==> config.mk <==
export PLATFORM = sky130hd
export DESIGN_NAME = seg_scan
export DESIGN_NICKNAME = d
export VERILOG_FILES = /design/src/rtl/seg_pkg.sv /design/src/rtl/seg_tick.sv /design/src/rtl/seg_scan.sv
export SDC_FILE = /design/constraint.sdc
export NUM_CORES = 1
export LEC_CHECK = 0
export CAP_MARGIN = 40
export CORE_MARGIN = 2
export CORE_UTILIZATION = 50
export CTS_BUF_LIST = sky130_fd_sc_hd__clkbuf_2 sky130_fd_sc_hd__clkbuf_4 sky130_fd_sc_hd__clkbuf_8
export DETAILED_ROUTE_END_ITERATION = 12
export DONT_BUFFER_PORTS = 1
export HOLD_SLACK_MARGIN = 0.08
export PLACE_DENSITY_LB_ADDON = 0.25
export SLEW_MARGIN = 20
export SYNTH_ARGS = -nofsm -noshare
export SYNTH_HDL_FRONTEND = slang
export SYNTH_SLANG_ARGS = --single-unit
export TNS_END_PERCENT = 100
==> constraint.sdc <==
create_clock -name clk -period 3.25 [get_ports clk]
set_input_delay 0.975 -clock clk [delete_from_list [all_inputs] [get_ports clk]]
set_output_delay 0.975 -clock clk [all_outputs]
set_load 0.01 [all_outputs]
==> src/rtl/seg_pkg.sv <==
// Shared constants and helpers for the 7-segment scan path.
package seg_pkg;

    localparam logic [7:0]  SEG_DARK       = 8'hFF;
    localparam int unsigned SEG_MAX_DIGITS = 8;

    // Decoder code for a visible hex digit.
    function automatic logic [7:0] seg_digit_code(input logic [3:0] nibble);
        return {4'h0, nibble};
    endfunction

endpackage

==> src/rtl/seg_tick.sv <==
// Modulo-MOD counter with an enable; o_wrap_c flags the enabled cycle at MOD-1.
module seg_tick #(
    parameter int unsigned MOD = 8,
    localparam int unsigned W  = (MOD > 1) ? $clog2(MOD) : 1
) (
    input  logic         clk,
    input  logic         rst,
    input  logic         i_en,
    output logic [W-1:0] o_cnt,
    output logic         o_wrap_c
);

    logic [W-1:0] r_cnt;

    assign o_wrap_c = i_en && (r_cnt == W'(MOD - 1));
    assign o_cnt    = r_cnt;

    // Count on enable, returning to zero after MOD-1.
    always_ff @(posedge clk or posedge rst) begin
        if (rst) begin
            r_cnt <= '0;
        end else if (i_en) begin
            r_cnt <= o_wrap_c ? '0 : r_cnt + W'(1);
        end
    end

endmodule

==> src/rtl/seg_scan.sv <==
// Multi-digit scan driver: shadow-buffered value, per-slot blanking,
// optional leading-zero suppression, registered decoder code and digit enables.
module seg_scan
    import seg_pkg::*;
#(
    parameter int unsigned DIGITS = 4,
    parameter int unsigned DIV    = 1000,
    parameter int unsigned BLANK  = 16
) (
    input  logic                  clk,
    input  logic                  rst,
    input  logic                  load,
    input  logic [4*DIGITS-1:0]   value,
    input  logic                  lz_en,
    output logic [7:0]            count,
    output logic [DIGITS-1:0]     dig_n,
    output logic                  pending
);

    localparam int unsigned PW = (DIV > 1) ? $clog2(DIV) : 1;
    localparam int unsigned IW = (DIGITS > 1) ? $clog2(DIGITS) : 1;
    localparam int unsigned VW = 4 * DIGITS;

    logic [PW-1:0]     w_pc;
    logic              w_pc_wrap;
    logic [IW-1:0]     w_idx;
    logic              w_frame_end;

    logic [VW-1:0]     r_shadow;
    logic [VW-1:0]     r_disp;
    logic              r_pending;
    logic [7:0]        r_count;
    logic [DIGITS-1:0] r_dig_n;

    logic [DIGITS-1:0] w_sup;
    logic [3:0]        w_nib;
    logic [7:0]        w_count_d;
    logic [DIGITS-1:0] w_dig_n_d;

    // Slot prescaler.
    seg_tick #(.MOD(DIV)) u_pc (
        .clk      (clk),
        .rst      (rst),
        .i_en     (1'b1),
        .o_cnt    (w_pc),
        .o_wrap_c (w_pc_wrap)
    );

    // Digit index; its wrap coincides with the frame end.
    seg_tick #(.MOD(DIGITS)) u_idx (
        .clk      (clk),
        .rst      (rst),
        .i_en     (w_pc_wrap),
        .o_cnt    (w_idx),
        .o_wrap_c (w_frame_end)
    );

    // Shadow capture and frame-aligned transfer; a load on the frame end bypasses the shadow.
    always_ff @(posedge clk or posedge rst) begin
        if (rst) begin
            r_shadow  <= '0;
            r_disp    <= '0;
            r_pending <= 1'b0;
        end else if (load && w_frame_end) begin
            r_shadow  <= value;
            r_disp    <= value;
            r_pending <= 1'b0;
        end else if (load) begin
            r_shadow  <= value;
            r_pending <= 1'b1;
        end else if (w_frame_end && r_pending) begin
            r_disp    <= r_shadow;
            r_pending <= 1'b0;
        end
    end

    // Next output code and enables for the current slot position.
    always_comb begin
        w_sup     = '0;
        w_nib     = 4'(r_disp >> {w_idx, 2'b00});
        w_count_d = SEG_DARK;
        w_dig_n_d = '1;
        for (int i = 1; i < int'(DIGITS); i++) begin
            w_sup[i] = lz_en && ((r_disp >> (4 * i)) == '0);
        end
        if (w_pc >= PW'(BLANK)) begin
            w_dig_n_d = ~(DIGITS'(1) << w_idx);
            w_count_d = w_sup[w_idx] ? SEG_DARK : seg_digit_code(w_nib);
        end
    end

    // Output registers, one cycle behind the scan position.
    always_ff @(posedge clk or posedge rst) begin
        if (rst) begin
            r_count <= SEG_DARK;
            r_dig_n <= '1;
        end else begin
            r_count <= w_count_d;
            r_dig_n <= w_dig_n_d;
        end
    end

    assign count   = r_count;
    assign dig_n   = r_dig_n;
    assign pending = r_pending;

endmodule

# Word-level counts from Yosys, hierarchy flattened

Index checks and enable logic that the tools add are counted.

Output and inout bits: 13
Register bits: 57
Word-level logic and storage cells: 45
Input port bits: 20

Shift-type cells: 2
Bitwise operators: 1
Eq/ne operators: 3
$lt $le $gt $ge: 2
$add $sub $neg: 2
Reductions and logical operators: 13
Multiplexer cells: 15

Operators by type and width:

| cell                    | number |
|---|---|
| $mux W16                | 5 |
| $logic_not A16 Y1       | 3 |
| $mux W8                 | 2 |
| $shr A16 B4 Y4          | 1 |
| $add A10 B1 Y10 const B | 1 |
| $eq A10 B10 Y1 const B  | 1 |
| $ge A10 B5 Y1 const B   | 1 |
| $mux W10                | 1 |
| $logic_and A1 B1 Y1     | 6 |
| $mux W1                 | 4 |
| $mux W4                 | 1 |
| $not A4 Y4              | 1 |
| $reduce_bool A2 Y1      | 2 |
| $shl A1 B2 Y4 const A   | 1 |
| $lt A2 B3 Y1 const B    | 1 |
| $reduce_bool A3 Y1      | 1 |
| $add A2 B1 Y2 const B   | 1 |
| $bmux W1 S2             | 1 |
| $eq A2 B2 Y1 const B    | 1 |
| $mux W2                 | 1 |
| $ne A2 B1 Y1 const B    | 1 |
| $reduce_and A2 Y1       | 1 |

# Longest topological paths before layout

Depth in word-level cells: 6
Depth in mapped cells: 6

# Cells and area by module

Synthesis repeated with hierarchy kept, for this count alone.

Cells, all modules: 177
Area, all modules: 2446.1 um^2

Modules (own cells, without submodules):

| module           | times used | area each (um^2) | seq. area each (um^2) | cells each |
|---|---|---|---|---|
| seg_scan         | 1          | 1771.7           | 1062.3                | 113 |
| seg_tick (u_pc)  | 1          | 574.3            | 250.2                 | 56 |
| seg_tick (u_idx) | 1          | 100.1            | 50.0                  | 8 |

# Least setup slack after synthesis

No wires, ideal clock.

Path kind: in2reg
Start: input port load
End: register r_disp[0]
Arrival time: 1.938 ns
Buffers on the path: 2
Cell stages on the path: 4
Data required time: 3.125 ns
Path slack: 1.187 ns
Cell sequence: buf_2 buf_2 mux2_2 mux2_4

Cells in the longest elaborated chain, start to end: 3
Elaborated cells between the ends (all ways): 5

RTL lines:

| item                                                                | line           | source |
|---|---|---|
| from (decl)                                                         | seg_scan.sv:12 | `input logic load,` |
| $logic_and A1 B1 Y1                                                 | seg_scan.sv:64 | `end else if (load && w_frame_end) begin` |
| $ne A2 B1 Y1 (no line) / $reduce_bool A2 Y1 (equally long branches) | --             |  |
| $reduce_and A2 Y1 (no line)                                         | --             |  |
| to (signal assigned)                                                | seg_scan.sv:66 | `r_disp <= value;` |
| to (signal assigned)                                                | seg_scan.sv:72 | `r_disp <= r_shadow;` |
| to (decl)                                                           | seg_scan.sv:30 | `logic [VW-1:0] r_disp;` |

Parallel ways exist; a longest one is shown, timed or not.
A chain may end at the register's enable or synchronous reset.

# Final worst setup path

Start: register u_pc.r_cnt[0], in the netlist u_pc.o_cnt[0]
End: register r_disp[13]

Cells in the longest elaborated chain, start to end: 5
Elaborated cells between the ends (all ways): 8

RTL lines:

| item                                                                | line                           | source |
|---|---|---|
| from (decl)                                                         | seg_tick.sv:13                 | `logic [W-1:0] r_cnt;` |
| from (signal assigned)                                              | seg_tick.sv:23                 | `r_cnt <= o_wrap_c ? '0 : r_cnt + W'(1);` |
| $eq A10 B10 Y1 *                                                    | seg_tick.sv:15                 | `assign o_wrap_c = i_en && (r_cnt == W'(MOD - 1));` |
| $logic_and A1 B1 Y1 *                                               | seg_tick.sv:15                 |  |
| $logic_and A1 B1 Y1, on equally long branches                       | seg_scan.sv:64, seg_scan.sv:71 |  |
| $ne A2 B1 Y1 (no line) / $reduce_bool A2 Y1 (equally long branches) | --                             |  |
| $reduce_and A2 Y1 (no line)                                         | --                             |  |

Mark *: on every way between the ends. The rest lies on a longest branch, timed or not.

==> impl_metrics.py <==
metrics = {
    "outcome": {
        "status": "finished clean",
    },
    "detailed_routing": {
        "routed_wl_um": 3870,
        "vias": 1404,
        "remaining_drc_errors": 0,
        "wl_per_cell_um": 14.3,
        "drt_iter0_drc": 78,
        "viasPerCell": 5.20,
        "ant_nets": 0,
        "firstDrtPassIters": 6,
    },
    "logic_synthesis": {
        "synth_most_common_cell": "dfrtp_1",
        "synth_compound_area_share_pct": 5.53,
        "synthTopCellsByArea": "dfrtp_1, mux2_2, dfstp_2, mux2_4, mux4_2",
        "async_flop_share_pct": 100,
        "yosysSeqAreaShare_pct": 54.7,
        "synth-main-ff-cell": "dfrtp_1",
        "synth_xor_area_share_pct": 1.06,
        "synth_nets": 229,
        "synthAdderAreaFrac_pct": 3.02,
        "synth.distinct_cells": 34,
        "yosysWarningCount": 0,
        "synth_top_area_share_pct": 45.2,
        "synth_simple_gate_area_share_pct": 11.0,
        "synth_common_cells": "dfrtp_1, mux2_2, inv_1, a21oi_1, nor2_1",
        "synthesis.area_um2": 2490,
        "syn_avg_cell_area_um2": 12.3,
        "yosysTopAreaCell": "dfrtp_1",
        "synthMuxAreaShare_pct": 19.6,
        "synth_top_family_by_area": "multiplexers",
        "syn_inst": 203,
        "ys_ff_latch": 54,
        "synth_edf_count": 0,
    },
    "final_layout": {
        "fin_area_um2": 2640,
        "syn2layout_area_growth_pct": 5.88,
        "finalCoreUtilization_pct": 55.4,
        "register_area_um2": 1360,
        "nets": 228,
        "multiInputGateArea_um2": 1000,
        "fillers": 448,
        "diodes": 0,
        "drive_above_1_share_pct": 28.6,
        "fin_cells": 270,
    },
    "die": {
        "die_h_um": 74.6,
        "row_count": 25,
        "io_pins": 33,
        "initial_utilization_pct": 52.4,
        "dieArea_um2": 5560,
        "core_region_area_um2": 4750,
        "fp.dieW_um": 74.6,
    },
    "clocking": {
        "clock_sinks": 54,
        "insertion_delay_ns": 0.30,
        "cts_resized": 0,
        "ctsHtreeMaxLevel": 2,
        "post_cts_buffers": 0,
        "clk_pin_slew_ns": 0.09,
        "hold_buffers": 0,
        "cts_tree": "done",
        "clock-root-buffer": "clkbuf_8",
        "clockBufferDepth": 2,
        "numCtsBuffers": 5,
    },
    "pwr": {
        "power_leakage_nw": 1.31,
        "ir_drop_uv": 252,
        "power_mw": 1.14,
        "powerDensity_nw_per_um2": 431,
    },
    "worst_setup_path": {
        "path_class": "flip-flop to flip-flop",
        "worstSetupEndpointType": "flip-flop",
        "cpMaxStageDelayCell": "and4bb_1",
        "reg2reg_slack_ns": 1.05,
        "critPathTopFamily": "simple AND/OR/NAND/NOR gates",
        "crit_fanout": 16,
        "crit_start": "u_pc.o_cnt[0]",
        "regToRegEndpoint": "r_disp[13]",
        "slowest_delay_ns": 0.56,
        "worstPathArrival_ns": 2.39,
        "worst-path-buf-inv": 0,
        "worstPathRequired_ns": 3.44,
        "crit_chain": "ha_1 -> nand4b_1 -> and4bb_1 -> nand3b_4 -> mux2_4",
        "reg2reg_depth": 5,
        "r2r_start": "u_pc.o_cnt[0]",
        "startpoint_type": "flip-flop",
    },
    "global_routing": {
        "grt_pass1_wl_um": 6420,
        "grt_max_degree": 38,
        "overflow": 0,
        "antenna_found_initial": 0,
        "grt_pass1_vias": 1356,
        "track_usage_pct": 15.7,
    },
    "place": {
        "place_area_um2": 2540,
        "routabilityCongestion": 0.772,
        "dp.cells": 262,
        "portBuffers": 0,
        "preCtsSetupSlack_ns": 1.04,
        "dpl.hpwl_um": 2870,
    },
    "timing": {
        "fin_crit_ns": 2.20,
        "hold_viol_final": 0,
        "skew_ns": 0.00542,
        "rsz0062_at_grt": "false",
        "worstMarginPinSlew_ns": 0.416,
        "tns_ns": 0,
        "timing.final.crit_share_pct": 67.5,
        "final-setup-viol-count": 0,
        "relSlewSlack_pct": 72.3,
        "holdWs_ns": 0.465,
        "fin_ws_ns": 1.05,
        "fmaxAchievable_mhz": 456,
        "drv_slew": 0,
    },
    "flow_run": {
        "cap_violations": 0,
    },
    "min_path": {
        "hold_class": "primary input to asynchronous set/reset pin",
    },
}
==> flip-flops by register name, summed over array words and instances, names as in the netlist <==
| signal | count |
|---|---|
| pending | 1 |
| r_disp | 16 |
| r_shadow | 16 |
| dig_n | 4 |
| u_idx.o_cnt | 2 |
| u_pc.o_cnt | 10 |
| count | 5 |
==> power breakdown <==
part	switching, mW	internal, mW
logic	0.0265	0.0287
clock network	0.201	0.180
registers	0.00739	0.692
total	0.235	0.901
==> area by class of cell <==
type                       instances  share of cell area (%)
clock buffer                       7                    3.42
clock inverter                     1                   0.190
inverter                          18                    2.56
multi-input combinational        121                    37.9
sequential                        54                    51.7
tap                               67                    3.18
timing repair buffer               2                    1.04
==> how the worst max path moves through the flow <==
stage | end | slack [ns] | cells after the start
final | r_disp[13] | 1.05 | 5
after global routing | r_disp[13] | 0.88 | 5
after CTS | r_disp[13] | 1.03 | 5
after detailed placement | r_disp[1] | 1.04 | 5
after global placement | r_disp[14] | 1.18 | 5
after floorplan | pending | 0.98 | 1
==> metal layers <==
metal	up-vias	GRT usage (%)	part of all wire (%)
li1	689	-	-
met1	675	20.6	49
met2	33	23.8	45
met3	7	6.23	4.8
met4	0	5.36	2.0
met5	-	0	0
==> cell usage in the layout (no fill, tap or decap), drive strengths merged <==
cell	n
a211o	2
a21oi	15
a31oi	2
and2	1
and3	1
and3b	1
and4bb	1
buf	2
clkbuf	7
clkinv	1
dfrtp	45
dfstp	9
ha	6
inv	18
mux2	32
mux4	4
nand2	11
nand3	6
nand3b	2
nand4b	1
nor2	15
nor2b	2
nor3	1
nor4	4
o211ai	1
o21ai	5
or2	1
or3	3
or4	1
xnor2	1
xor2	2
==> logic make-up after synthesis <==
family | count (synthesis)
mux | 36
simple gates | 51
xor+xnor | 3
buf+inv | 28
fa+ha+maj | 6
compound gates | 25
flops | 54
No activity file was read; power rests on OpenSTA's default activity.
